$ cat src/rtl/disp_vramrd_if.sv
`timescale 1ns/1ps
// AXI4 read-address and read-data channels between the VRAM frame reader and the interconnect.
interface disp_vramrd_if;
    logic [31:0] ARADDR;
    logic [7:0]  ARLEN;
    logic        ARVALID;
    logic        ARREADY;
    logic [63:0] RDATA;
    logic        RLAST;
    logic        RVALID;
    logic        RREADY;

    modport master (
        output ARADDR, ARLEN, ARVALID, RREADY,
        input  ARREADY, RDATA, RLAST, RVALID
    );

    modport slave (
        input  ARADDR, ARLEN, ARVALID, RREADY,
        output ARREADY, RDATA, RLAST, RVALID
    );
endinterface

$ cat src/rtl/disp_vramrd.sv
`timescale 1ns/1ps
// VRAM frame reader: on a synchronized frame trigger, fetches one frame as single-outstanding
// AXI4 read bursts and writes every returned beat into the display FIFO.
//
// state  | meaning
// S_IDLE | no frame in progress, waiting for a trigger
// S_WAIT | waiting for FIFO room for one full burst
// S_ADDR | read address presented, waiting for ARREADY
// S_DATA | accepting read beats until RLAST
module disp_vramrd #(
    parameter int H_PIXELS  = 640,
    parameter int V_LINES   = 480,
    parameter int BURST_LEN = 16
) (
    input  logic        ACLK,
    input  logic        ARESETN,
    input  logic        DISPON,
    input  logic [31:0] DISPADDR,
    input  logic        AXISTART,
    input  logic        FIFO_AFULL,
    output logic        FIFOWR,
    output logic [63:0] FIFOWDATA,
    disp_vramrd_if.master axi,
    output logic        BUSY,
    output logic        STARTERR
);

    localparam int NBURST  = H_PIXELS * V_LINES / (2 * BURST_LEN);
    localparam int BCNT_W  = (NBURST > 1) ? $clog2(NBURST) : 1;
    localparam int ALIGN_W = $clog2(BURST_LEN * 8);

    localparam logic [31:0]       ADDR_MASK   = ~((32'd1 << ALIGN_W) - 32'd1);
    localparam logic [31:0]       BURST_BYTES = 32'(BURST_LEN * 8);
    localparam logic [BCNT_W-1:0] LAST_BURST  = BCNT_W'(NBURST - 1);

    typedef enum logic [1:0] {S_IDLE, S_WAIT, S_ADDR, S_DATA} state_t;

    state_t              r_state;
    logic [1:0]          r_sync;
    logic                r_sync_d;
    logic                r_start;
    logic [31:0]         r_addr;
    logic [BCNT_W-1:0]   r_bcnt;
    logic                r_arvalid;
    logic                r_rready;
    logic                r_fifowr;
    logic [63:0]         r_fifowdata;
    logic                r_starterr;
    logic                w_start_edge;

    assign w_start_edge = r_sync[1] & ~r_sync_d;

    // AXISTART is a PCK-domain level; the registered edge pulse lands 3 ACLK cycles after it rises.
    always_ff @(posedge ACLK or negedge ARESETN) begin
        if (!ARESETN) begin
            r_sync   <= 2'b00;
            r_sync_d <= 1'b0;
            r_start  <= 1'b0;
        end else begin
            r_sync   <= {r_sync[0], AXISTART};
            r_sync_d <= r_sync[1];
            r_start  <= w_start_edge;
        end
    end

    always_ff @(posedge ACLK or negedge ARESETN) begin
        if (!ARESETN) begin
            r_state     <= S_IDLE;
            r_addr      <= 32'd0;
            r_bcnt      <= '0;
            r_arvalid   <= 1'b0;
            r_rready    <= 1'b0;
            r_fifowr    <= 1'b0;
            r_fifowdata <= 64'd0;
            r_starterr  <= 1'b0;
        end else begin
            r_fifowr   <= 1'b0;
            r_starterr <= r_start && (r_state != S_IDLE);
            case (r_state)
                S_IDLE: begin
                    if (r_start && DISPON) begin
                        r_state <= S_WAIT;
                        r_addr  <= DISPADDR & ADDR_MASK;
                        r_bcnt  <= '0;
                    end
                end
                S_WAIT: begin
                    if (!FIFO_AFULL) begin
                        r_state   <= S_ADDR;
                        r_arvalid <= 1'b1;
                    end
                end
                S_ADDR: begin
                    if (axi.ARREADY) begin
                        r_state   <= S_DATA;
                        r_arvalid <= 1'b0;
                        r_rready  <= 1'b1;
                    end
                end
                S_DATA: begin
                    if (axi.RVALID && r_rready) begin
                        r_fifowr    <= 1'b1;
                        r_fifowdata <= axi.RDATA;
                        if (axi.RLAST) begin
                            // Wraps modulo 2^32 by design; alignment keeps bursts inside 4 KB pages.
                            r_addr   <= r_addr + BURST_BYTES;
                            r_bcnt   <= r_bcnt + BCNT_W'(1);
                            r_rready <= 1'b0;
                            r_state  <= (r_bcnt == LAST_BURST) ? S_IDLE : S_WAIT;
                        end
                    end
                end
                default: r_state <= S_IDLE;
            endcase
        end
    end

    assign axi.ARADDR  = r_addr;
    assign axi.ARLEN   = 8'(BURST_LEN - 1);
    assign axi.ARVALID = r_arvalid;
    assign axi.RREADY  = r_rready;
    assign FIFOWR      = r_fifowr;
    assign FIFOWDATA   = r_fifowdata;
    assign STARTERR    = r_starterr;
    assign BUSY        = (r_state != S_IDLE);

endmodule
$ cat src/flat_wrapper.sv
// flat-port wrapper written by rule: the top's interface ports become plain ports
module disp_vramrd_flat 
#(
    parameter int H_PIXELS  = 640,
    parameter int V_LINES   = 480,
    parameter int BURST_LEN = 16
)
  (ACLK, ARESETN, DISPON, DISPADDR, AXISTART, FIFO_AFULL, FIFOWR, FIFOWDATA, BUSY, STARTERR, axi_ARADDR, axi_ARLEN, axi_ARVALID, axi_RREADY, axi_ARREADY, axi_RDATA, axi_RLAST, axi_RVALID);
  disp_vramrd_if axi_i ();
  input  logic ACLK;
  input  logic ARESETN;
  input  logic DISPON;
  input  logic [31:0] DISPADDR;
  input  logic AXISTART;
  input  logic FIFO_AFULL;
  output logic FIFOWR;
  output logic [63:0] FIFOWDATA;
  output logic BUSY;
  output logic STARTERR;
  output wire logic [$bits(axi_i.ARADDR)-1:0] axi_ARADDR;
  output wire logic [$bits(axi_i.ARLEN)-1:0] axi_ARLEN;
  output wire logic [$bits(axi_i.ARVALID)-1:0] axi_ARVALID;
  output wire logic [$bits(axi_i.RREADY)-1:0] axi_RREADY;
  input wire logic [$bits(axi_i.ARREADY)-1:0] axi_ARREADY;
  input wire logic [$bits(axi_i.RDATA)-1:0] axi_RDATA;
  input wire logic [$bits(axi_i.RLAST)-1:0] axi_RLAST;
  input wire logic [$bits(axi_i.RVALID)-1:0] axi_RVALID;
  assign axi_ARADDR = axi_i.ARADDR;
  assign axi_ARLEN = axi_i.ARLEN;
  assign axi_ARVALID = axi_i.ARVALID;
  assign axi_RREADY = axi_i.RREADY;
  assign axi_i.ARREADY = axi_ARREADY;
  assign axi_i.RDATA = axi_RDATA;
  assign axi_i.RLAST = axi_RLAST;
  assign axi_i.RVALID = axi_RVALID;
  disp_vramrd #(.H_PIXELS(H_PIXELS), .V_LINES(V_LINES), .BURST_LEN(BURST_LEN)) u_core (.ACLK(ACLK), .ARESETN(ARESETN), .DISPON(DISPON), .DISPADDR(DISPADDR), .AXISTART(AXISTART), .FIFO_AFULL(FIFO_AFULL), .FIFOWR(FIFOWR), .FIFOWDATA(FIFOWDATA), .axi(axi_i), .BUSY(BUSY), .STARTERR(STARTERR));
endmodule
$ cat config.mk
export PLATFORM = sky130hd
export DESIGN_NAME = disp_vramrd_flat
export DESIGN_NICKNAME = d
export VERILOG_FILES = /design/src/rtl/disp_vramrd_if.sv /design/src/rtl/disp_vramrd.sv /design/src/flat_wrapper.sv
export SDC_FILE = /design/constraint.sdc
export NUM_CORES = 1
export LEC_CHECK = 0
export ABC_AREA = 1
export ABC_CLOCK_PERIOD_IN_PS = 2950
export BUFFER_PORTS_ARGS = -buffer_cell sky130_fd_sc_hd__buf_2
export CORE_UTILIZATION = 40
export CTS_CLUSTER_DIAMETER = 40
export DETAILED_ROUTE_END_ITERATION = 10
export PLACE_DENSITY = 0.63
export SLEW_MARGIN = 20
export SYNTH_ARGS = -nofsm -noshare
export SYNTH_HDL_FRONTEND = slang
export SYNTH_SLANG_ARGS = --single-unit
$ cat constraint.sdc
create_clock -name ACLK -period 2.95 [get_ports ACLK]
set_input_delay 0.4425 -clock ACLK [delete_from_list [all_inputs] [get_ports ACLK]]
set_output_delay 0.4425 -clock ACLK [all_outputs]
set_load 0.05 [all_outputs]
# After elaboration in Yosys (flattened, before gate mapping)
# Cells that the tools add are included.
totals:
  input_bits: 104
  regBits: 120
  elab_cells: 61
  out_inout_bits: 109
classes:
  bitwise_logic: 2
  add_sub_neg: 2
  n_eq_ne: 9
  reduce_logical: 13
  mux: 24
op_table:
  columns: ["operator", "n"]
  rows:
  - ["$mux W32", 3]
  - ["$pmux W32 S2", 1]
  - ["$mux W14", 3]
  - ["$add A32 B8 Y32 const B", 1]
  - ["$pmux W14 S2", 1]
  - ["$add A14 B1 Y14 const B", 1]
  - ["$eq A14 B14 Y1 const B", 1]
  - ["$mux W2", 5]
  - ["$mux W1", 8]
  - ["$pmux W2 S4", 1]
  - ["$reduce_and A4 Y1", 2]
  - ["$reduce_bool A2 Y1", 4]
  - ["$ne A2 B2 Y1 const B", 3]
  - ["$reduce_and A5 Y1", 1]
  - ["$eq A2 B2 Y1 const B", 2]
  - ["$ne A2 B1 Y1 const B", 2]
  - ["$pmux W1 S2", 2]
  - ["$logic_and A1 B1 Y1", 3]
  - ["$reduce_and A3 Y1", 1]
  - ["$eq A2 B1 Y1 const B", 1]
  - ["$logic_not A2 Y1", 1]
  - ["$reduce_and A2 Y1", 1]
  - ["$and A1 B1 Y1", 1]
  - ["$not A1 Y1", 1]

# Depth between registers and ports, before layout
# Gate-level depths: netlist of run 1.
logic_depth:
  word_depth: 5
  ltp_mapped: 12
  ltp_nobuf: 11

# Least setup slack after synthesis of run 1
# OpenSTA, ideal clock, no wires.
synth_path:
  kind: "register -> register"
  start: "register u_core.r_addr[7], in the netlist u_core.axi.ARADDR[7]"
  end: "register u_core.r_addr[23], in the netlist u_core.axi.ARADDR[23]"
  t_required_ns: 2.831
  stages_incl_launch_ff: 11
  n_path_buf: 0
  setup_slack_ns: 1.134
  period_less_slack_ns: 1.816
  t_arrival_ns: 1.697
  setup_ns: 0.119
  path_cell_list: "dfrtp_1 -> ha_1 -> nand2_2 -> nor2_2 -> nand2_4 -> nor2_4 -> nand2_1 -> nand2_1 -> nand2_1 -> o21ai_1 -> inv_1"
synth_between:
  elab_chain_len: 4
synth_lines:
  columns: ["element", "line_no", "text"]
  rows:
  - ["from (decl)", "disp_vramrd.sv:42", "logic [31:0] r_addr;"]
  - ["from (signal assigned)", "disp_vramrd.sv:83", "r_addr <= DISPADDR & ADDR_MASK;"]
  - ["from (signal assigned)", "disp_vramrd.sv:106", "r_addr <= r_addr + BURST_BYTES;"]
  - ["$add A32 B8 Y32", "disp_vramrd.sv:106", null]
  - ["$mux W32", "disp_vramrd.sv:104", "if (axi.RLAST) begin"]
  - ["$mux W32", "disp_vramrd.sv:101", "if (axi.RVALID && r_rready) begin"]
  - ["$pmux W32 S2", "disp_vramrd.sv:79", "case (r_state)"]
# No other way between the ends. The select of a mux whose other input is x is not followed.
# A chain may end at the register's enable or synchronous reset.

# Final worst setup path of run 1
layout_path:
  start: "register u_core.r_state[0]"
  end: "register u_core.r_bcnt[12]"
layout_between:
  elab_chain_len: 3
  elab_cells_between_ends: 8
  classes_between: "eq/ne: 4; mux: 1; reduce/logical: 3"
layout_lines:
  columns: ["element", "line_no", "text"]
  rows:
  - ["from (decl)", "disp_vramrd.sv:38", "state_t r_state;"]
  - ["from (signal assigned)", "disp_vramrd.sv:109", "r_state <= (r_bcnt == LAST_BURST) ? S_IDLE : S_WAIT;"]
  - ["$eq A2 B2 Y1 or $logic_not A2 Y1 (tied branches)", "disp_vramrd.sv:79", null]
  - ["$ne A2 B1 Y1 (no source line) (tied with other cells)", null, null]
  - ["$reduce_and A4 Y1 (no source line)", null, null]
  - ["to (signal assigned)", "disp_vramrd.sv:107", "r_bcnt <= r_bcnt + BCNT_W'(1);"]
  - ["to (decl)", "disp_vramrd.sv:43", "logic [BCNT_W-1:0] r_bcnt;"]
# Parallel ways exist; a longest one is shown, timed or not.

==> results of run 1 <==
## worst register-to-register path: stages (launching register included)
cell     delay [ps]
dfrtp_1         420
inv_1           140
ha_1            220
inv_2            60
o21ai_2         160
nand2_2         170
buf_4           280
nor2_2          230
nand3_1         130
nor2_1          110
nor2_1           50
## placed cells by master, fill, tap and decap left out, types with 8 or more instances in the layout
| cell type | netlist | layout |
|---|---|---|
| a21oi_1 | 10 | 10 |
| buf_2 | 13 | 189 |
| buf_4 | 18 | 9 |
| clkbuf_16 | 0 | 17 |
| conb_1 | 2 | 15 |
| dfrtp_1 | 113 | 113 |
| inv_1 | 47 | 46 |
| nand2_1 | 343 | 343 |
| nand3_1 | 39 | 38 |
| nand4_1 | 8 | 8 |
| nor2_1 | 51 | 51 |
| nor3_1 | 9 | 9 |
| o21ai_0 | 17 | 17 |
## final timing paths
path	startpoint	to	slack [ps]	depth (start not counted)
max reg2reg	u_core.r_state[0]	u_core.r_bcnt[12]	870	10
min in group ACLK	AXISTART	u_core.r_sync[0]	130	1
max	u_core.r_state[0]	u_core.r_bcnt[12]	870	10
min reg2reg	u_core.r_sync[0]	u_core.r_sync[1]	360	0
min	ARESETN	u_core.r_bcnt[8]	-6	1
max in group asynchronous	ARESETN	u_core.r_start	2180	2
## sequential cells by signal, summed over array words and instances (netlist names)
signal and flops:
u_core.FIFOWDATA 64, u_core.r_state 2, u_core.axi.ARADDR 25, u_core.axi.RREADY 1, u_core.r_sync 2, u_core.r_sync_d 1, u_core.r_bcnt 14, u_core.r_start 1
u_core.STARTERR 1, u_core.FIFOWR 1, u_core.axi.ARVALID 1
## kinds of logic (layout without fill, tap and decap cells)
family | count (synthesis) | after routing | share of synthesized area
compound gates | 52 | 52 | 0.0548
xor+xnor | 3 | 3 | 0.00469
other cells | 2 | 15 | 0.00134
fa+ha+maj | 7 | 7 | 0.0156
buf+inv | 91 | 282 | 0.0773
flops | 113 | 113 | 0.505
simple gates | 466 | 466 | 0.341
## power groups by stage
stage          clock network [W]  logic [W]  registers (W)
2_1_floorplan                  0    0.00157        0.00495
6_report                 0.00217    0.00489        0.00282
4_1_cts                  0.00222    0.00493        0.00282
5_1_grt                  0.00230    0.00531        0.00293
3_5_place_dp                   0    0.00494        0.00280
3_3_place_gp                   0    0.00487        0.00282
## area by class of cell
class / instances / area [um2] / area share
Clock buffer: 20 / 447 / 0.0612
Clock inverter: 12 / 183 / 0.0250
Inverter: 51 / 191 / 0.0262
Multi-Input combinational cell: 543 / 2390 / 0.328
Sequential cell: 113 / 2830 / 0.388
Tap cell: 176 / 220 / 0.0302
Timing Repair Buffer: 199 / 1030 / 0.142
## stage by stage
stage	util	hold slack [ps]	worst slack (ps)	power (W)	area (um2)
after floorplan	-	147	1130	0.00652	5650
after global placement	0.495	340	926	0.00769	6660
after detailed placement	0.495	345	885	0.00774	6660
after CTS	0.542	1.51	871	0.00997	7290
after global routing	0.542	15.4	639	0.0105	7290
final	0.542	-5.83	874	0.00988	7290
## per-layer routing
metal,share of wire,global-route usage,routed length [um]
met2,0.46,0.349,6750
met3,0.083,0.0788,1220
met4,0.017,0.0687,249
met5,0.00088,0,13
met1,0.44,0.274,6490
==> results.sh, run 1 <==
export IMPL_outcome="finished, violations left"
export IMPL_violations="negative hold slack"
export IMPL_cts_resized=0
export IMPL_max_cap_violations=0
export IMPL_clock_sinks=113
export IMPL_min_period_ps=2080
export IMPL_grt_pass1_vias=5033
export IMPL_drv_slew=0
export IMPL_pin_count=213
export IMPL_start_util=0.416
export IMPL_path_class="reg2reg"
export IMPL_hp_class="in2async"
export IMPL_drc=0
export IMPL_die_area_mm2=0.0145
export IMPL_drt_iter0_drc=341
export IMPL_yosysMostFrequentCell="nand2_1"
export IMPL_clock_root_buffer="clkbuf_16"
export IMPL_hpwl_um=10400
export IMPL_swShare=0.512
export IMPL_cts_tree="yes"
export IMPL_grt_max_degree=65
export IMPL_required_ps=3250
export IMPL_synth_cell_type_count=34
export IMPL_grt_first_pass_wirelength_um=24600
export IMPL_clk_insertion_delay_late_ps=410
export IMPL_grt_antenna_before_repair=1
export IMPL_fin_nets=1036
export IMPL_p_int_w=0.00482
export IMPL_ys_seq_area_frac=0.505
export IMPL_p_clk_frac=0.220
export IMPL_synth_top_area_cell="dfrtp_1"
export IMPL_hold_ws_ps=-5.83
export IMPL_peakVddDrop_mv=0.815
export IMPL_ys_flop_type="dfrtp_1"
export IMPL_ys_ff_latch=113
export IMPL_ys_warn_count=0
export IMPL_rsz0062_at_grt="no"
export IMPL_setup_worst_path_start_class="flip-flop"
export IMPL_nFillCells=1348
export IMPL_synth_edf_count=0
export IMPL_num_antenna_cells=0
export IMPL_cp_slowest_cell="dfrtp_1"
export IMPL_drive_above_1_share=0.267
export IMPL_end_kind="flip-flop"
export IMPL_stdcell_count=1114
export IMPL_die_w_um=120
export IMPL_finalSetupViolCount=0
export IMPL_grt_overflow=0
export IMPL_gr_usage_all_layers=0.218
export IMPL_synth_common_cells="nand2_1, dfrtp_1, nor2_1"
export IMPL_htree_levels=4
export IMPL_maxSlewHeadroom=0.564
export IMPL_hold_viol=9
export IMPL_crit_family="simple AND/OR/NAND/NOR gates"
export IMPL_power_frac_seq=0.285
export IMPL_fp_coreArea_mm2=0.0135
export IMPL_total_leakage_power_nw=4.04
export IMPL_ant_nets=0
export IMPL_post_drt_wl_per_cell_um=13.2
export IMPL_syn2layout_area_growth_pct=30.3
export IMPL_netlist_top_cells_area="dfrtp_1, nand2_1, nand3_1"
export IMPL_placed_cells=1082
export IMPL_critical_path_buf_inv_count=3
export IMPL_cp_max_fo=25
export IMPL_synth_top_area_share=0.505
export IMPL_async_reset_ff_frac=1.00
export IMPL_syn_cell_area_mm2=0.00560
export IMPL_cts_made_buffers=17
export IMPL_die_height_um=120
export IMPL_p_sw_w=0.00506
export IMPL_critPathArrivalTime_ps=2370
export IMPL_io_buffers=190
export IMPL_skew_ps=7.15
export IMPL_powerDensity_mw_per_mm2=1350
export IMPL_fin_crit_sh=0.704
export IMPL_clockBufferDepth=2
export IMPL_std_cell_rows=42
export IMPL_max_freq_mhz=482
export IMPL_postCtsSetupBuffers=0
export IMPL_route_vias_total=5143
export IMPL_tightest_slew_ps=654
export IMPL_crit_top_cell="nor2_1"
export IMPL_avgSynthCellArea_um2=7.63
export IMPL_cts_clk_slew_worst_paths_ps=50
export IMPL_final_setup_tns_ps=0
export IMPL_hold_buffers=0
export IMPL_comb_power_share=0.495
export IMPL_synth_cells=734
export IMPL_wl_um=14700
export IMPL_cp_cell_sequence="inv_1, ha_1, inv_2, o21ai_2, nand2_2, buf_4, nor2_2, nand3_1, nor2_1, nor2_1"
export IMPL_place_congestion=0.813
export IMPL_slowest_delay_ps=420
export IMPL_drt_pass1_iter_count=4
export IMPL_via_per_inst=4.62
Note: power is estimated with default switching activity, not from simulation.
==> run 2, diff against run 1 <==
--- a/config.mk
+++ b/config.mk
@@ -5,8 +5,8 @@
 export SDC_FILE = /design/constraint.sdc
 export NUM_CORES = 1
 export LEC_CHECK = 0
-export ABC_AREA = 1
-export ABC_CLOCK_PERIOD_IN_PS = 2950
+export ABC_AREA = 0
+export ABC_CLOCK_PERIOD_IN_PS = 2050
 export BUFFER_PORTS_ARGS = -buffer_cell sky130_fd_sc_hd__buf_2
 export CORE_UTILIZATION = 40
 export CTS_CLUSTER_DIAMETER = 40
==> constraint.sdc (replaced) <==
create_clock -name ACLK -period 2.05 [get_ports ACLK]
set_input_delay 0.3075 -clock ACLK [delete_from_list [all_inputs] [get_ports ACLK]]
set_output_delay 0.3075 -clock ACLK [all_outputs]
set_load 0.05 [all_outputs]
==> results.sh, run 2 <==
export IMPL_nFillCells=1176
export IMPL_largest_reg_flops=64
export IMPL_hold_viol=0
export IMPL_synth_top_area_share=0.502
export IMPL_synth_top_area_cell="dfrtp_1"
export IMPL_tightest_slew_ps=545
export IMPL_max_freq_mhz=510
export IMPL_drt_iter0_drc=312
export IMPL_grt_overflow=0
export IMPL_pin_count=213
export IMPL_finalSetupViolCount=0
export IMPL_reg2reg_slack_ps=100
export IMPL_critPathArrivalTime_ps=1650
export IMPL_die_area_mm2=0.0146
export IMPL_cts_made_buffers=17
export IMPL_clk_insertion_delay_late_ps=410
export IMPL_gr_usage_all_layers=0.212
export IMPL_cts_tree="yes"
export IMPL_via_per_inst=5.37
export IMPL_hp_start="axi_RDATA[26]"
export IMPL_layout_commonest_cell="buf_2"
export IMPL_gr_usage_met3=0.0858
export IMPL_wl_um=14600
export IMPL_ys_flop_type="dfrtp_1"
export IMPL_drt_pass1_iter_count=4
export IMPL_required_ps=1740
export IMPL_synth_xor_area_share=0
export IMPL_grtUsageMet1=0.263
export IMPL_post_drt_wl_per_cell_um=16.4
export IMPL_ant_nets=0
export IMPL_route_vias_total=4777
export IMPL_io_buffers=190
export IMPL_postPlaceCellArea_mm2=0.00680
export IMPL_start_util=0.417
export IMPL_end_kind="primary output"
export IMPL_layout_common_cells="buf_2, dfrtp_1, mux2_2, buf_4, nand2_1"
export IMPL_powerDensity_mw_per_mm2=1950
export IMPL_clock_sinks=113
export IMPL_synth_cell_type_count=71
export IMPL_synth_compound_area_share=0.146
export IMPL_die_height_um=121
export IMPL_outcome="finished clean"
export IMPL_synth_edf_count=0
export IMPL_skew_ps=6.40
export IMPL_place_congestion=0.879
export IMPL_seqCellArea_mm2=0.00283
export IMPL_setup_worst_path_start_class="flip-flop"
export IMPL_ys_seq_area_frac=0.502
export IMPL_yosys_area_share_simple=0.147
export IMPL_syn_cell_area_mm2=0.00563
export IMPL_maxSlewHeadroom=0.636
export IMPL_regToRegEndpoint="u_core.axi.ARADDR[16]"
export IMPL_r2r_start="u_core.r_state[0]"
export IMPL_synth_mux_area_frac=0.132
export IMPL_grt_pass1_vias=4654
export IMPL_synth_cells=488
export IMPL_synth_top_family_by_area="simple AND/OR/NAND/NOR gates"
export IMPL_clock_root_buffer="clkbuf_16"
export IMPL_use_met2=0.334
export IMPL_yosysMostFrequentCell="dfrtp_1"
export IMPL_holdPathEnd="u_core.FIFOWDATA[26]"
export IMPL_multi_input_area_mm2=0.00256
export IMPL_std_cell_rows=42
export IMPL_hp_class="in2reg"
export IMPL_whs_path_depth=2
export IMPL_drive_above_1_share=0.485
export IMPL_fin_crit_sh=0.957
export IMPL_ys_warn_count=0
export IMPL_fp_coreArea_mm2=0.0135
export IMPL_fin_total_pwr_w=0.0146
export IMPL_die_w_um=121
export IMPL_synth_common_cells="dfrtp_1, mux2_2, nand2_1"
export IMPL_min_period_ps=1960
export IMPL_cp_max_fo=8
export IMPL_grt_antenna_before_repair=0
export IMPL_num_antenna_cells=0
export IMPL_peakVddDrop_mv=1.25
export IMPL_clockBufferDepth=2
export IMPL_ys_ff_latch=113
export IMPL_hpwl_um=10400
export IMPL_cts_clk_slew_worst_paths_ps=60
export IMPL_netlist_top_cells_area="dfrtp_1, mux2_2, buf_4"
export IMPL_synthAdderAreaFrac=0.0156
export IMPL_drc=0
export IMPL_async_reset_ff_frac=1.00
export IMPL_fin_nets=811
export IMPL_reg2reg_depth=9
export IMPL_htree_levels=4
export IMPL_avgSynthCellArea_um2=11.5
export IMPL_grt_max_degree=66
export IMPL_total_leakage_power_nw=3.53
export IMPL_final_area_mm2=0.00750
export IMPL_drv_slew=0
export IMPL_max_cap_violations=0
export IMPL_top_usage_layer="met2"
export IMPL_path_class="reg2out"
export IMPL_syn2layout_area_growth_pct=33.3
export IMPL_grt_first_pass_wirelength_um=23800
[run 2: cell count changes after synthesis, sizes merged, moves of 6 or more]
cell and change:
nor2 -44, o22ai +12, o21ai -6, o22a +8
nand2b +6, nand2 -326, nor4 +9, mux2 +64
inv -36, and3 +20, a311oi +6, nand3 -25
a211oi +10
[run 2: cells by family (layout without fill, tap and decap cells)]
family	Yosys count	count (layout)
AOI/OAI and AO/OA	110	110
adders and majority gates	7	7
buffers and inverters	57	269
DFF	113	113
muxes	66	66
other	2	15
and+or+nand+nor	133	133
[run 2: layout make-up]
class | count | share of cell area
Tap cell | 176 | 0.0293
Clock inverter | 14 | 0.0208
Multi-Input combinational cell | 331 | 0.341
Inverter | 15 | 0.00800
Clock buffer | 18 | 0.0585
Sequential cell | 113 | 0.377
Timing Repair Buffer | 222 | 0.166
[run 2: worst max-delay path: stages (launching register included)]
cell        delay, ps
dfrtp_1           420
inv_2              90
ha_2              180
buf_6             130
buf_12            130
clkinvlp_4        100
buf_4             200
[run 2: stage by stage]
step | utilization | hold WS [ps] | instances | setup TNS [ps] | setup WS (ps)
final | 0.556 | 124 | 889 | 0 | 88.4
after global routing | 0.556 | 108 | 889 | -36.4 | -10.5
after CTS | 0.552 | 103 | 885 | 0 | 4.26
after detailed placement | 0.503 | 333 | 849 | -137 | -36.8
after global placement | 0.503 | 331 | 849 | 0 | 41.8
after floorplan | - | 11.9 | 501 | 0 | 137
[run 2: what timing repair did]
action                                  in CTS  in global routing
endpoints found under the setup margin       6                 17
setup buffers                                2                  4
endpoints found under the hold margin       36                  0
gates resized for setup                      8                  6
hold buffers                                 2                  0
[run 2: where the power goes]
part           switching [W]  internal (W)  total (W)
Combinational        0.00528       0.00238    0.00766
Sequential          0.000802       0.00319    0.00399
Clock                0.00110       0.00184    0.00294
[run 2: worst max path at each step]
stage                         start                     to  slack [ps]  cells past startpoint
3_3_place_gp      u_core.r_state[1]  u_core.axi.ARADDR[13]          40                      6
5_1_grt           u_core.r_state[1]       u_core.r_bcnt[5]         -10                      6
6_report          u_core.r_state[0]                   BUSY          90                      6
4_1_cts           u_core.r_state[0]                   BUSY           4                      6
2_1_floorplan  u_core.axi.ARADDR[8]  u_core.axi.ARADDR[23]         140                      5
3_5_place_dp      u_core.r_state[1]  u_core.axi.ARADDR[15]         -40                      6
[run 2: metal layers]
layer / vias up / routed length [um]
li1: 2252 / -
met1: 2292 / 6070
met2: 221 / 6870
met3: 12 / 1450
met4: 0 / 185
met5: - / 0
==> run 3, diff against run 2 <==
--- a/config.mk
+++ b/config.mk
@@ -6,7 +6,7 @@
 export NUM_CORES = 1
 export LEC_CHECK = 0
 export ABC_AREA = 0
-export ABC_CLOCK_PERIOD_IN_PS = 2050
+export ABC_CLOCK_PERIOD_IN_PS = 2550
 export BUFFER_PORTS_ARGS = -buffer_cell sky130_fd_sc_hd__buf_2
 export CORE_UTILIZATION = 40
 export CTS_CLUSTER_DIAMETER = 40
==> constraint.sdc (replaced) <==
create_clock -name ACLK -period 2.55 [get_ports ACLK]
set_input_delay 0.3825 -clock ACLK [delete_from_list [all_inputs] [get_ports ACLK]]
set_output_delay 0.3825 -clock ACLK [all_outputs]
set_load 0.05 [all_outputs]
==> results.sh, run 3 (synthesis results as in run 2) <==
export IMPL_outcome="finished clean"
export IMPL_finalSetupViolCount=0
export IMPL_grt_first_pass_wirelength_um=23600
export IMPL_cts_resized=0
export IMPL_cp_max_fo=16
export IMPL_reg2reg_depth=7
export IMPL_grt_overflow=0
export IMPL_num_antenna_cells=0
export IMPL_grt_max_degree=66
export IMPL_syn2layout_area_growth_pct=30.4
export IMPL_holdPathEnd="u_core.r_sync[0]"
export IMPL_cts_made_buffers=17
export IMPL_clock_sinks=113
export IMPL_route_vias_total=4757
export IMPL_postPlaceCellArea_mm2=0.00671
export IMPL_comb_power_share=0.507
export IMPL_hp_start="AXISTART"
export IMPL_std_cell_rows=42
export IMPL_layout_commonest_cell="buf_2"
export IMPL_io_buffers=190
export IMPL_setup_worst_path_start_class="flip-flop"
export IMPL_regToRegEndpoint="u_core.axi.ARADDR[13]"
export IMPL_p_sw_w=0.00572
export IMPL_drt_pass1_iter_count=5
export IMPL_p_int_w=0.00594
export IMPL_swShare=0.490
export IMPL_critPathArrivalTime_ps=1930
export IMPL_cp_slowest_cell="dfrtp_1"
export IMPL_final_setup_tns_ps=0
export IMPL_cts_tree="yes"
export IMPL_via_per_inst=5.47
export IMPL_place_congestion=0.848
export IMPL_postCtsSetupBuffers=0
export IMPL_final_area_mm2=0.00734
export IMPL_power_frac_seq=0.276
export IMPL_clk_insertion_delay_late_ps=410
export IMPL_powerDensity_mw_per_mm2=1590
export IMPL_max_cap_violations=0
export IMPL_ant_nets=0
export IMPL_fin_crit_sh=0.906
export IMPL_die_w_um=121
export IMPL_slowest_delay_ps=370
export IMPL_peakVddDrop_mv=1.03
export IMPL_clock_root_buffer="clkbuf_16"
export IMPL_post_route_util=0.544
export IMPL_gr_usage_all_layers=0.209
export IMPL_skew_ps=6.43
export IMPL_grt_pass1_vias=4670
export IMPL_die_height_um=121
export IMPL_crit_top_cell="inv_1"
export IMPL_largest_reg_flops=64
export IMPL_fin_nets=792
export IMPL_hpwl_um=10300
export IMPL_drt_iter0_drc=283
export IMPL_tightest_slew_ps=649
export IMPL_post_drt_wl_per_cell_um=16.7
export IMPL_start_util=0.417
export IMPL_max_freq_mhz=433
export IMPL_layout_common_cells="buf_2, dfrtp_1, mux2_2, nand2_1"
export IMPL_pin_count=213
export IMPL_cts_clk_slew_worst_paths_ps=50
export IMPL_total_leakage_power_nw=3.44
export IMPL_hp_class="in2reg"
export IMPL_whs_path_depth=1
export IMPL_die_area_mm2=0.0146
export IMPL_r2r_start="u_core.r_state[0]"
export IMPL_fp_coreArea_mm2=0.0135
export IMPL_maxSlewHeadroom=0.564
export IMPL_wl_um=14600
export IMPL_min_period_ps=2310
export IMPL_drive_above_1_share=0.460
export IMPL_end_kind="primary output"
export IMPL_drc=0
export IMPL_fin_total_pwr_w=0.0117
export IMPL_hold_buffers=1
export IMPL_path_class="reg2out"
export IMPL_drv_slew=0
export IMPL_rsz0062_at_grt="no"
export IMPL_clockBufferDepth=2
export IMPL_reg2reg_slack_ps=380
export IMPL_grt_antenna_before_repair=0
export IMPL_required_ps=2170
export IMPL_hold_viol=0
export IMPL_cp_cell_sequence="inv_1, ha_1, buf_4, inv_1, buf_2"
export IMPL_p_clk_frac=0.217
export IMPL_htree_levels=4
run 3: cell count changes in the layout (fill, tap and decap cells not counted), sizes merged:
cell / before / now
buf: 220 / 202
clkinv: 7 / 2
inv: 18 / 17
clkinvlp: 2 / 4
clkbuf: 18 / 20
bufinv: 2 / 4
dlygate4sd3: 2 / 1
run 3: worst max-delay path, delay by kind of cell, from the launching register on:
kind / cells / cell delay (ps)
buffers and inverters: 4 / 880
DFF: 1 / 370
adders and majority gates: 1 / 260
run 3: metal layers:
layer	wire length, um	GRT usage	vias up
met2	6960	0.337	220
met3	1340	0.0769	16
li1	-	-	2212
met5	0	0	-
met4	208	0.0710	0
met1	6060	0.258	2309
run 3: final cells by class:
type	count	area (um2)
clock buffers	20	447
clock inverters	12	181
fillers	1203	6160
inverters	15	56.3
multi-input cells	331	2530
flip-flops and latches	113	2830
well taps	176	220
repair buffers	203	1080
run 3: power by group through the flow:
stage	registers (W)	logic, W	clock network (W)
CTS	0.00322	0.00594	0.00259
global route	0.00334	0.00625	0.00268
detailed placement	0.00322	0.00593	0
floorplan	0.00559	0.00214	0
finish	0.00322	0.00591	0.00254
global placement	0.00318	0.00583	0
run 3: worst max path at each step:
stage	startpoint	end	slack (ps)
after global routing	u_core.r_state[0]	BUSY	160
after detailed placement	u_core.r_state[0]	u_core.axi.ARADDR[13]	400
final	u_core.r_state[0]	BUSY	240
after global placement	u_core.r_state[0]	u_core.axi.ARADDR[13]	480
after CTS	u_core.r_state[0]	BUSY	240
after floorplan	u_core.axi.ARADDR[8]	u_core.axi.ARADDR[23]	640
run 3: per-stage QoR:
step	setup slack, ps	hold WS [ps]	cells
global placement	478	333	837
global route	160	63.1	870
detailed placement	404	344	837
floorplan	637	86.9	501
CTS	245	70.6	870
finish	239	86.7	870
